--- src/rtl/stack_cmd_ctrl_if.sv ---
// Button, operand and stack-command signals between the pushbutton panel and
// the stack controller.
interface stack_cmd_ctrl_if;
   logic       b_push;
   logic       b_pop;
   logic       b_exch;
   logic [3:0] sw;
   logic [2:0] depth;
   logic       w1;
   logic       w2;
   logic       w3;
   logic [3:0] dout;
   logic       busy;
   logic       err;
   logic [7:0] cmd_cnt;

   modport master (
      output b_push, b_pop, b_exch, sw, depth,
      input  w1, w2, w3, dout, busy, err, cmd_cnt
   );

   modport slave (
      input  b_push, b_pop, b_exch, sw, depth,
      output w1, w2, w3, dout, busy, err, cmd_cnt
   );
endinterface

--- src/rtl/stack_cmd_ctrl.sv ---
// Pushbutton front end for a 4-deep stack: synchronizes and debounces three
// buttons, then issues one push/pop/exchange pulse per press.
module stack_cmd_ctrl #(
   parameter int unsigned DB_CYCLES = 4
) (
   input logic             ctl,
   input logic             rst,
   stack_cmd_ctrl_if.slave bus
);
   localparam int unsigned CW = $clog2(DB_CYCLES + 1);

   typedef enum logic [1:0] {IDLE, ISSUE, HOLD} state_t;
   typedef enum logic [1:0] {CMD_PUSH, CMD_POP, CMD_EXCH} cmd_t;

   // Bit order everywhere: [0] push, [1] pop, [2] exch.
   logic [2:0]    s1_q, s2_q, db_q, dbp_q;
   logic [CW-1:0] cnt_q [3];
   logic [2:0]    press;
   logic [2:0]    depth_sat;

   state_t     state_q;
   cmd_t       cmd_q;
   logic       w1_q, w2_q, w3_q, busy_q, err_q;
   logic [3:0] dout_q;
   logic [7:0] cmd_cnt_q;

   always_ff @(posedge ctl) begin
      if (rst) begin
         s1_q  <= '0;
         s2_q  <= '0;
         db_q  <= '0;
         dbp_q <= '0;
         for (int unsigned i = 0; i < 3; i++) cnt_q[i] <= '0;
      end else begin
         s1_q  <= {bus.b_exch, bus.b_pop, bus.b_push};
         s2_q  <= s1_q;
         dbp_q <= db_q;
         for (int unsigned i = 0; i < 3; i++) begin
            if (s2_q[i] != db_q[i]) begin
               if (cnt_q[i] == CW'(DB_CYCLES - 1)) begin
                  db_q[i]  <= s2_q[i];
                  cnt_q[i] <= '0;
               end else begin
                  cnt_q[i] <= cnt_q[i] + CW'(1);
               end
            end else begin
               cnt_q[i] <= '0;
            end
         end
      end
   end

   assign press     = db_q & ~dbp_q;
   assign depth_sat = (bus.depth > 3'd4) ? 3'd4 : bus.depth;

   // Pulses are registered at the edge that ends ISSUE, so depth is taken in
   // the ISSUE cycle and a reset on that edge swallows the pulse.
   always_ff @(posedge ctl) begin
      if (rst) begin
         state_q   <= IDLE;
         cmd_q     <= CMD_PUSH;
         w1_q      <= 1'b0;
         w2_q      <= 1'b0;
         w3_q      <= 1'b0;
         busy_q    <= 1'b0;
         err_q     <= 1'b0;
         dout_q    <= '0;
         cmd_cnt_q <= '0;
      end else begin
         w1_q      <= 1'b0;
         w2_q      <= 1'b0;
         w3_q      <= 1'b0;
         cmd_cnt_q <= cmd_cnt_q + {7'd0, (w1_q | w2_q | w3_q)};
         case (state_q)
            IDLE: begin
               if (|press) begin
                  dout_q  <= bus.sw;
                  cmd_q   <= press[0] ? CMD_PUSH : (press[1] ? CMD_POP : CMD_EXCH);
                  state_q <= ISSUE;
                  busy_q  <= 1'b1;
               end
            end
            ISSUE: begin
               state_q <= HOLD;
               case (cmd_q)
                  CMD_PUSH: if (depth_sat == 3'd4) err_q <= 1'b1; else w2_q <= 1'b1;
                  CMD_POP:  if (depth_sat == 3'd0) err_q <= 1'b1; else w1_q <= 1'b1;
                  default:  if (depth_sat < 3'd2)  err_q <= 1'b1; else w3_q <= 1'b1;
               endcase
            end
            HOLD: begin
               if (db_q == 3'b000) begin
                  state_q <= IDLE;
                  busy_q  <= 1'b0;
               end
            end
            default: begin
               state_q <= IDLE;
               busy_q  <= 1'b0;
            end
         endcase
      end
   end

   assign bus.w1      = w1_q;
   assign bus.w2      = w2_q;
   assign bus.w3      = w3_q;
   assign bus.dout    = dout_q;
   assign bus.busy    = busy_q;
   assign bus.err     = err_q;
   assign bus.cmd_cnt = cmd_cnt_q;
endmodule
--- src/flat_wrapper.sv ---
// flat-port wrapper written by rule: the top's interface ports become plain ports
module stack_cmd_ctrl_flat 
#(
   parameter int unsigned DB_CYCLES = 4
)
  (ctl, rst, bus_b_push, bus_b_pop, bus_b_exch, bus_sw, bus_depth, bus_w1, bus_w2, bus_w3, bus_dout, bus_busy, bus_err, bus_cmd_cnt);
  stack_cmd_ctrl_if bus_i ();
  input logic ctl;
  input logic rst;
  input wire logic [$bits(bus_i.b_push)-1:0] bus_b_push;
  input wire logic [$bits(bus_i.b_pop)-1:0] bus_b_pop;
  input wire logic [$bits(bus_i.b_exch)-1:0] bus_b_exch;
  input wire logic [$bits(bus_i.sw)-1:0] bus_sw;
  input wire logic [$bits(bus_i.depth)-1:0] bus_depth;
  output wire logic [$bits(bus_i.w1)-1:0] bus_w1;
  output wire logic [$bits(bus_i.w2)-1:0] bus_w2;
  output wire logic [$bits(bus_i.w3)-1:0] bus_w3;
  output wire logic [$bits(bus_i.dout)-1:0] bus_dout;
  output wire logic [$bits(bus_i.busy)-1:0] bus_busy;
  output wire logic [$bits(bus_i.err)-1:0] bus_err;
  output wire logic [$bits(bus_i.cmd_cnt)-1:0] bus_cmd_cnt;
  assign bus_i.b_push = bus_b_push;
  assign bus_i.b_pop = bus_b_pop;
  assign bus_i.b_exch = bus_b_exch;
  assign bus_i.sw = bus_sw;
  assign bus_i.depth = bus_depth;
  assign bus_w1 = bus_i.w1;
  assign bus_w2 = bus_i.w2;
  assign bus_w3 = bus_i.w3;
  assign bus_dout = bus_i.dout;
  assign bus_busy = bus_i.busy;
  assign bus_err = bus_i.err;
  assign bus_cmd_cnt = bus_i.cmd_cnt;
  stack_cmd_ctrl #(.DB_CYCLES(DB_CYCLES)) u_core (.ctl(ctl), .rst(rst), .bus(bus_i));
endmodule
--- config.mk ---
export PLATFORM = sky130hd
export DESIGN_NAME = stack_cmd_ctrl_flat
export DESIGN_NICKNAME = d
export VERILOG_FILES = /design/src/rtl/stack_cmd_ctrl_if.sv /design/src/rtl/stack_cmd_ctrl.sv /design/src/flat_wrapper.sv
export SDC_FILE = /design/constraint.sdc
export NUM_CORES = 1
export LEC_CHECK = 0
export CAP_MARGIN = 20
export CELL_PAD_IN_SITES_DETAIL_PLACEMENT = 0
export CELL_PAD_IN_SITES_GLOBAL_PLACEMENT = 1
export CORE_MARGIN = 10
export CORE_UTILIZATION = 40
export DETAILED_ROUTE_END_ITERATION = 10
export GPL_TIMING_DRIVEN = 1
export HOLD_SLACK_MARGIN = 0.12
export PLACE_DENSITY = 0.84
export SLEW_MARGIN = 20
export SYNTH_ARGS = -nofsm -noshare
export SYNTH_HDL_FRONTEND = slang
export SYNTH_SLANG_ARGS = --single-unit
--- constraint.sdc ---
create_clock -name ctl -period 1.9 [get_ports ctl]
set_input_delay 0.285 -clock ctl [delete_from_list [all_inputs] [get_ports ctl]]
set_output_delay 0.285 -clock ctl [all_outputs]
set_load 0.005 [all_outputs]
# --- Word level (Yosys, flattened, before mapping) ---
# Memories as Yosys holds them, arrays and structs flattened.
# Index checks and enable logic that the tools add are counted.
word_totals:
  in_bits: 12
  output_inout_bits: 17
  wordCells: 128
  ff_bits: 33
  mem_count: 1
  ram_bits: 9
mem_list:
  columns: ["name", "depth", "word_bits", "rd", "rd_ports_with_merged_regs", "write_ports", "line_no", "source"]
  rows:
  - ["u_core.cnt_q", 3, 3, 3, 0, 3, "stack_cmd_ctrl.sv:17", "logic [CW-1:0] cnt_q [3];"]
classes:
  eq_ne: 14
  mux: 60
  bitwise: 16
  n_reduce_logical: 16
  order_cmp: 2
  add_sub_neg: 4
op_table:
  columns: ["cell", "n"]
  rows:
  - ["$mux W1", 43]
  - ["$mux W3", 10]
  - ["$or A1 B1 Y1", 11]
  - ["$reduce_and A2 Y1", 5]
  - ["$add A3 B1 Y3 const B", 3]
  - ["$eq A3 B2 Y1 const B", 3]
  - ["$reduce_or A3 Y1", 3]
  - ["$add A8 B1 Y8", 1]
  - ["$mux W2", 4]
  - ["$ne A2 B1 Y1 const B", 4]
  - ["$logic_not A3 Y1", 2]
  - ["$pmux W2 S3", 1]
  - ["$eq A2 B1 Y1 const B", 2]
  - ["$logic_not A2 Y1", 2]
  - ["$reduce_and A4 Y1", 1]
  - ["$reduce_or A4 Y1", 1]
  - ["$and A3 B3 Y3", 1]
  - ["$eq A3 B3 Y1 const B", 1]
  - ["$gt A3 B3 Y1 const B", 1]
  - ["$lt A3 B2 Y1 const B", 1]
  - ["$ne A1 B1 Y1", 3]
  - ["$not A1 Y1", 3]
  - ["$not A3 Y3", 1]
  - ["$pmux W1 S3", 1]
  - ["other kinds (4)", 4]

# --- Longest topological paths before layout ---
# Gate-level depths: netlist of run 1.
depth:
  word_depth: 8
  depth_mapped: 6
  mapped_depth_nobuf: 6

# --- Least setup slack after synthesis of run 1 ---
# No wires, ideal clock.
synth_timing:
  path_kind: "register -> register"
  from: "register u_core.w2_q, in the netlist u_core.bus.w2"
  to: "register u_core.cmd_cnt_q[4], in the netlist u_core.bus.cmd_cnt[4]"
  synth_period_minus_slack_ns: 1.491
  required_time_ns: 1.772
  path_slack_ns: 0.409
  setup_time_ns: 0.128
  arrival_ns: 1.363
  stages_incl_launch_ff: 7
  path_buffers: 0
  path_cell_list: "dfxtp_1 -> or3_1 -> ha_1 -> ha_1 -> nand3_1 -> xor2_1 -> nor2_1"
synth_via:
  elab_chain_cells: 3
synth_lines:
  columns: ["item", "line_no", "source"]
  rows:
  - ["from (decl)", "stack_cmd_ctrl.sv:23", "logic w1_q, w2_q, w3_q, busy_q, err_q;"]
  - ["from (signal assigned)", "stack_cmd_ctrl.sv:63", "w2_q <= 1'b0;"]
  - ["from (signal assigned)", "stack_cmd_ctrl.sv:71", "w2_q <= 1'b0;"]
  - ["from (signal assigned)", "stack_cmd_ctrl.sv:86", "CMD_PUSH: if (depth_sat == 3'd4) err_q <= 1'b1; else w2_q <= 1'b1;"]
  - ["$or A1 B1 Y1 (2 in series)", "stack_cmd_ctrl.sv:73", "cmd_cnt_q <= cmd_cnt_q + {7'd0, (w1_q | w2_q | w3_q)};"]
  - ["$add A8 B1 Y8", "stack_cmd_ctrl.sv:73", null]
  - ["to (signal assigned)", "stack_cmd_ctrl.sv:73", null]
  - ["to (decl)", "stack_cmd_ctrl.sv:25", "logic [7:0] cmd_cnt_q;"]
# Every way passes these cells.
# A chain may end at the register's enable or synchronous reset.

# --- Final worst setup path of run 1 ---
# Same ends and word-level chain as after synthesis.

==> impl_metrics.env, run 1 <==
export IMPL_outcome="complete, no violations"
export IMPL_htree_levels=2
export IMPL_track_usage=0.0993
export IMPL_num_vias=1360
export IMPL_cellLeakagePower_nw=0.847
export IMPL_p_int_mw=1.24
export IMPL_synthesis_area_sq_mm=0.00178
export IMPL_start_util=0.413
export IMPL_num_antenna_cells=0
export IMPL_synth_top_area_share=0.370
export IMPL_switchingPower_mw=0.383
export IMPL_ys_ff_latch=42
export IMPL_drtPass1Iterations=4
export IMPL_setup_violations=0
export IMPL_antenna_found_initial=0
export IMPL_synth_area_leader_cell="dfxtp_1"
export IMPL_grt_ovfl_total=0
export IMPL_synth_avg_cell_area_sq_um=9.86
export IMPL_ir_drop_mv=0.421
export IMPL_grt_pass1_wl_um=6070
export IMPL_rsz0062_at_grt="no"
export IMPL_p_comb_frac=0.056
export IMPL_cts_sinks=42
export IMPL_synthCells=181
export IMPL_drive_above_1_share=0.0455
export IMPL_grt_max_degree=41
export IMPL_grt_pass1_vias=1375
export IMPL_cts_inserted_buffers=5
export IMPL_slew_viol_final=0
export IMPL_nets=239
export IMPL_p_per_area_mw_per_mm2=725
export IMPL_clkPwrFrac=0.368
export IMPL_wl_per_cell_um=12.5
export IMPL_die_area_sq_mm=0.00753
export IMPL_cts_tree="yes"
export IMPL_yosysUniqueCellTypes=32
export IMPL_cts_setup_buffers=0
export IMPL_drtAntennaViolNets=0
export IMPL_finalCritPeriodShare=0.853
export IMPL_seqPwrFrac=0.576
export IMPL_yosysSeqAreaShare=0.522
export IMPL_max_freq_mhz=617
export IMPL_synth_area_leaders="dfxtp_1, edfxtp_1, nor2b_1"
export IMPL_synth_ff_type="dfxtp_1"
export IMPL_viasPerCell=5.00
export IMPL_synth_warnings=0
export IMPL_async_flop_share=0
export IMPL_insertion_delay_ps=300
export IMPL_cts_root_buf="clkbuf_8"
export IMPL_synth_most_common_cell="dfxtp_1"
export IMPL_totalPowerFinal_mw=1.63
export IMPL_end_kind="register"
export IMPL_core_area_sq_mm=0.00432
export IMPL_port_buffers=28
export IMPL_cts_resized_gates=0
export IMPL_synth_edf_count=9
export IMPL_crit_path_start_kind="register"
export IMPL_hold_class="register to register"
export IMPL_ctsHoldBuffers=0
export IMPL_cp_max_fo=4
export IMPL_rows=24
export IMPL_min_period_ps=1620
export IMPL_drv_cap=0
export IMPL_crit_type="register to register"
export IMPL_ys_top_cells_by_count="dfxtp_1, nor2b_1, nor2_1, nand2_1, nand4_1"
export IMPL_syn_to_final_growth_pct=25.7
export IMPL_die_w_um=86.8
export IMPL_drc=0
export IMPL_cp_data_required_time_ps=2090
export IMPL_routed_wl_um=3390
export IMPL_clk_pin_slew_ps=90
export IMPL_swShare=0.236
export IMPL_dp_hpwl_um=2440
export IMPL_arrival_ps=1820
export IMPL_clock_skew_final_ps=7.60
export IMPL_finalSetupTns_ps=0
export IMPL_clockBufferDepth=2
export IMPL_drtIter0Drc=53
export IMPL_gp_congestion=0.748
export IMPL_final_hold_violation_count=0
export IMPL_ios=29
export IMPL_die_h_um=86.8
-- layout by cell type (no fill, tap or decap), drive strengths merged, types with 2 or more instances in the layout --
master         count
a21oi              5
a31o               2
clkbuf             5
clkdlybuf4s50     28
conb               9
dfxtp             33
edfxtp             9
ha                 8
inv                9
mux2i              3
nand2             10
nand2b             6
nand3              4
nand3b             2
nand4             10
nor2              19
nor2b             21
nor4b              4
o21ai              7
or2                2
or3                7
xnor2              4
xor2               2
-- worst max-delay path, stage by stage (launching register included) --
cell and delay, ps:
dfxtp_1 310, or3_1 380, ha_1 230, ha_1 220, nand3_1 130, xor2_1 170, nor2_1 60
-- sequential cells by signal (all words and copies together) (netlist names), 3 cells and up --
register            cells
u_core.s1_q             3
u_core.cnt_q            9
u_core.bus.dout         4
u_core.dbp_q            3
u_core.db_q             3
u_core.s2_q             3
u_core.bus.cmd_cnt      8
-- per-stage QoR --
stage | worst slack, ps | instance area [sq um] | utilization | hold WS [ps] | instances
global placement | 310 | 2150 | 0.497 | 418 | 264
finish | 279 | 2240 | 0.519 | 440 | 272
CTS | 268 | 2240 | 0.519 | 444 | 272
floorplan | 409 | 1810 | - | 413 | 189
global route | 157 | 2240 | 0.519 | 459 | 272
detailed placement | 290 | 2150 | 0.497 | 425 | 264
-- logic make-up (layout without fill, tap and decap cells) --
| group | Yosys count | in the layout | share of synthesized area |
|---|---|---|---|
| mux | 3 | 3 | 0.0168 |
| flops | 42 | 42 | 0.522 |
| other cells | 1 | 9 | 0.00210 |
| xor+xnor | 6 | 6 | 0.0295 |
| buf+inv | 14 | 45 | 0.0337 |
| fa+ha+maj | 8 | 8 | 0.0561 |
| compound gates | 19 | 19 | 0.0666 |
| simple gates | 88 | 88 | 0.273 |
-- routing by layer --
metal,global-route usage,share of wire
met5,0,0
met3,0.0488,0.083
met1,0.113,0.45
met2,0.149,0.45
met4,0.0515,0.022
-- power groups by stage --
| stage | Combinational [mW] | Clock (mW) | Sequential, mW |
|---|---|---|---|
| floorplan | 0.0497 | 0 | 0.957 |
| global placement | 0.0896 | 0 | 0.959 |
| detailed placement | 0.0906 | 0 | 0.959 |
| CTS | 0.0913 | 0.625 | 0.938 |
| global route | 0.102 | 0.663 | 0.941 |
| finish | 0.0905 | 0.599 | 0.938 |
-- cell type report --
type,count,area [sq um]
Fill cell,425,2080
Sequential cell,42,931
Multi-Input combinational cell,133,823
Timing Repair Buffer,29,300
Clock buffer,5,68.8
Tap cell,52,65.1
Inverter,8,30.0
Clock inverter,3,25.0
-- worst paths after layout --
| kind | from | end | slack [ps] | cells past startpoint |
|---|---|---|---|---|
| worst min register to register | u_core.s1_q[1]$_SDFF_PP0_ | u_core.s2_q[1]$_SDFF_PP0_ | 440 | 1 |
| worst min-delay path | u_core.s1_q[1]$_SDFF_PP0_ | u_core.s2_q[1]$_SDFF_PP0_ | 440 | 1 |
| worst max-delay path | u_core.bus.w2$_SDFF_PP0_ | u_core.bus.cmd_cnt[4]$_SDFF_PP0_ | 280 | 6 |
| worst max register to register | u_core.bus.w2$_SDFF_PP0_ | u_core.bus.cmd_cnt[4]$_SDFF_PP0_ | 280 | 6 |
Power figures use the tool's default switching activity.
==> run 2: changes to the inputs <==
--- a/config.mk
+++ b/config.mk
@@ -5,11 +5,12 @@
 export SDC_FILE = /design/constraint.sdc
 export NUM_CORES = 1
 export LEC_CHECK = 0
+export ABC_AREA = 1
 export CAP_MARGIN = 20
 export CELL_PAD_IN_SITES_DETAIL_PLACEMENT = 0
 export CELL_PAD_IN_SITES_GLOBAL_PLACEMENT = 1
 export CORE_MARGIN = 10
-export CORE_UTILIZATION = 40
+export CORE_UTILIZATION = 39
 export DETAILED_ROUTE_END_ITERATION = 10
 export GPL_TIMING_DRIVEN = 1
 export HOLD_SLACK_MARGIN = 0.12
==> constraint.sdc (replaced) <==
create_clock -name ctl -period 1.6 [get_ports ctl]
set_input_delay 0.24 -clock ctl [delete_from_list [all_inputs] [get_ports ctl]]
set_output_delay 0.24 -clock ctl [all_outputs]
set_load 0.005 [all_outputs]
==> impl_metrics.env, run 2 <==
export IMPL_final_util=0.509
export IMPL_ctsHoldBuffers=0
export IMPL_syn_to_final_growth_pct=26.3
export IMPL_htree_levels=2
export IMPL_clock_skew_final_ps=9.40
export IMPL_synth_area_leader_cell="dfxtp_1"
export IMPL_drc=0
export IMPL_final_hold_violation_count=0
export IMPL_outcome="complete, no violations"
export IMPL_grt_max_degree=14
export IMPL_top_register="u_core.cnt_q"
export IMPL_num_vias=1296
export IMPL_async_flop_share=0
export IMPL_grt_pass1_vias=1255
export IMPL_die_h_um=87.1
export IMPL_ys_top_cells_by_count="nor2_1, inv_1, dfxtp_1, nand2_1, a21oi_1"
export IMPL_hold_class="register to register"
export IMPL_synth_edf_count=9
export IMPL_start_util=0.403
export IMPL_met2_length_um=1420
export IMPL_crit_path_cell_trace="or3_1 -> ha_2 -> ha_1 -> nand2_1 -> inv_1 -> nand2_2 -> nor2_1 -> nor2_1 -> nor2_1"
export IMPL_dr_wl_met3_um=244
export IMPL_max_freq_mhz=667
export IMPL_fin_area_sq_mm=0.00222
export IMPL_viasPerCell=4.31
export IMPL_end_kind="register"
export IMPL_drive_above_1_share=0.0924
export IMPL_synth_top_area_share=0.376
export IMPL_synth_ff_type="dfxtp_1"
export IMPL_most_common_layout_cells="nor2_1, inv_1, dfxtp_1"
export IMPL_top_layer_used="met4"
export IMPL_synth_avg_cell_area_sq_um=8.56
export IMPL_crit_path_start_kind="register"
export IMPL_layout_commonest_cell="nor2_1"
export IMPL_drtPass1Iterations=4
export IMPL_cts_inserted_buffers=5
export IMPL_port_buffers=28
export IMPL_insertion_delay_ps=300
export IMPL_max_stage_delay_ps=370
export IMPL_drv_cap=0
export IMPL_r2r_slack_ps=100
export IMPL_yosysSeqAreaShare=0.530
export IMPL_placed_area_sq_mm=0.00213
export IMPL_finalCritPeriodShare=0.938
export IMPL_crit_family="simple AND/OR/NAND/NOR gates"
export IMPL_cp_common_cell="nor2_1"
export IMPL_die_w_um=87.1
export IMPL_synth_area_leaders="dfxtp_1, edfxtp_1, nor2_1"
export IMPL_cp_num_buf_inv=1
export IMPL_crit_type="register to register"
export IMPL_setup_violations=0
export IMPL_dp_hpwl_um=2390
export IMPL_routed_wl_um=3090
export IMPL_ys_ff_latch=42
export IMPL_drtIter0Drc=42
export IMPL_min_period_ps=1500
export IMPL_cts_sinks=42
export IMPL_track_usage=0.0905
export IMPL_synth_most_common_cell="nor2_1"
export IMPL_clk_pin_slew_ps=80
export IMPL_core_area_sq_mm=0.00435
export IMPL_grt_pass1_wl_um=5520
export IMPL_ir_drop_mv=0.552
export IMPL_drtAntennaViolNets=0
export IMPL_ios=29
export IMPL_cts_root_buf="clkbuf_8"
export IMPL_cellLeakagePower_nw=0.972
export IMPL_wl_per_cell_um=10.3
export IMPL_largest_reg_flops=9
export IMPL_clockBufferDepth=2
export IMPL_p_per_area_mw_per_mm2=907
export IMPL_antenna_found_initial=0
export IMPL_cp_max_fo=3
export IMPL_yosysUniqueCellTypes=27
export IMPL_synthCells=205
export IMPL_slowest_stage="or3_1"
export IMPL_die_area_sq_mm=0.00758
export IMPL_synthesis_area_sq_mm=0.00176
export IMPL_arrival_ps=1700
export IMPL_num_antenna_cells=0
export IMPL_finalSetupTns_ps=0
export IMPL_rsz0062_at_grt="no"
export IMPL_gp_congestion=0.794
export IMPL_drt_met1_wl_um=1370
export IMPL_synth_warnings=0
export IMPL_grt_ovfl_total=0
export IMPL_cp_data_required_time_ps=1800
export IMPL_slew_viol_final=0
export IMPL_cts_tree="yes"
export IMPL_rows=24
export IMPL_nets=268
[run 2: report_power, final]
group / internal [mW] / leakage [nW] / switching (mW) / total [mW]
combinational: 0.102 / 0.566 / 0.101 / 0.204
sequential: 1.12 / 0.361 / 0.0255 / 1.15
clock: 0.302 / 0.0450 / 0.355 / 0.657
[run 2: area by class of cell]
class / instances / area [sq um]
Fill cell: 434 / 2140
Sequential cell: 42 / 931
Multi-Input combinational cell: 131 / 697
Timing Repair Buffer: 31 / 303
Inverter: 37 / 139
Clock buffer: 6 / 72.6
Tap cell: 52 / 65.1
Clock inverter: 2 / 10.0
[run 2: logic make-up after synthesis]
family,Yosys count,share of synthesized area
compound gates,19,0.0577
xor+xnor,2,0.00998
flops,42,0.530
simple gates,93,0.250
other cells,1,0.00214
buf+inv,40,0.0927
fa+ha+maj,8,0.0570
[run 2: worst paths after layout]
path | start | cells past startpoint | to
max reg2reg | u_core.bus.w2$_SDFF_PP0_ | 9 | u_core.bus.cmd_cnt[6]$_SDFF_PP0_
max | u_core.bus.w2$_SDFF_PP0_ | 9 | u_core.bus.cmd_cnt[6]$_SDFF_PP0_
min | u_core.s1_q[1]$_SDFF_PP0_ | 2 | u_core.s2_q[1]$_SDFF_PP0_
min reg2reg | u_core.s1_q[1]$_SDFF_PP0_ | 2 | u_core.s2_q[1]$_SDFF_PP0_
[run 2: layer usage]
layer	vias up	global-route usage
met5	-	0
met4	0	0.0435
met3	6	0.0459
met2	20	0.141
met1	556	0.0998
li1	714	-
[run 2: worst register-to-register path, cell delays in order (launching register included)]
cell	delay, ps
dfxtp_1	310
or3_1	370
ha_2	190
ha_1	190
nand2_1	60
inv_1	50
nand2_2	70
nor2_1	50
nor2_1	80
nor2_1	50
[run 2: what timing repair did]
item / 4_1_cts / 5_1_grt
setup buffers: 0 / 0
setup endpoints to repair: 0 / 2
resized for setup: 0 / 2
[run 2: stage by stage]
| stage | hold slack (ps) | std cells | power (mW) | setup WS, ps |
|---|---|---|---|---|
| after global routing | 418 | 301 | 2.12 | 15.8 |
| after CTS | 404 | 301 | 2.04 | 47.9 |
| after floorplan | 313 | 213 | 1.30 | 121 |
| after global placement | 390 | 293 | 1.38 | 71.9 |
| after detailed placement | 394 | 293 | 1.38 | 53.6 |
| final | 402 | 301 | 2.01 | 99.6 |
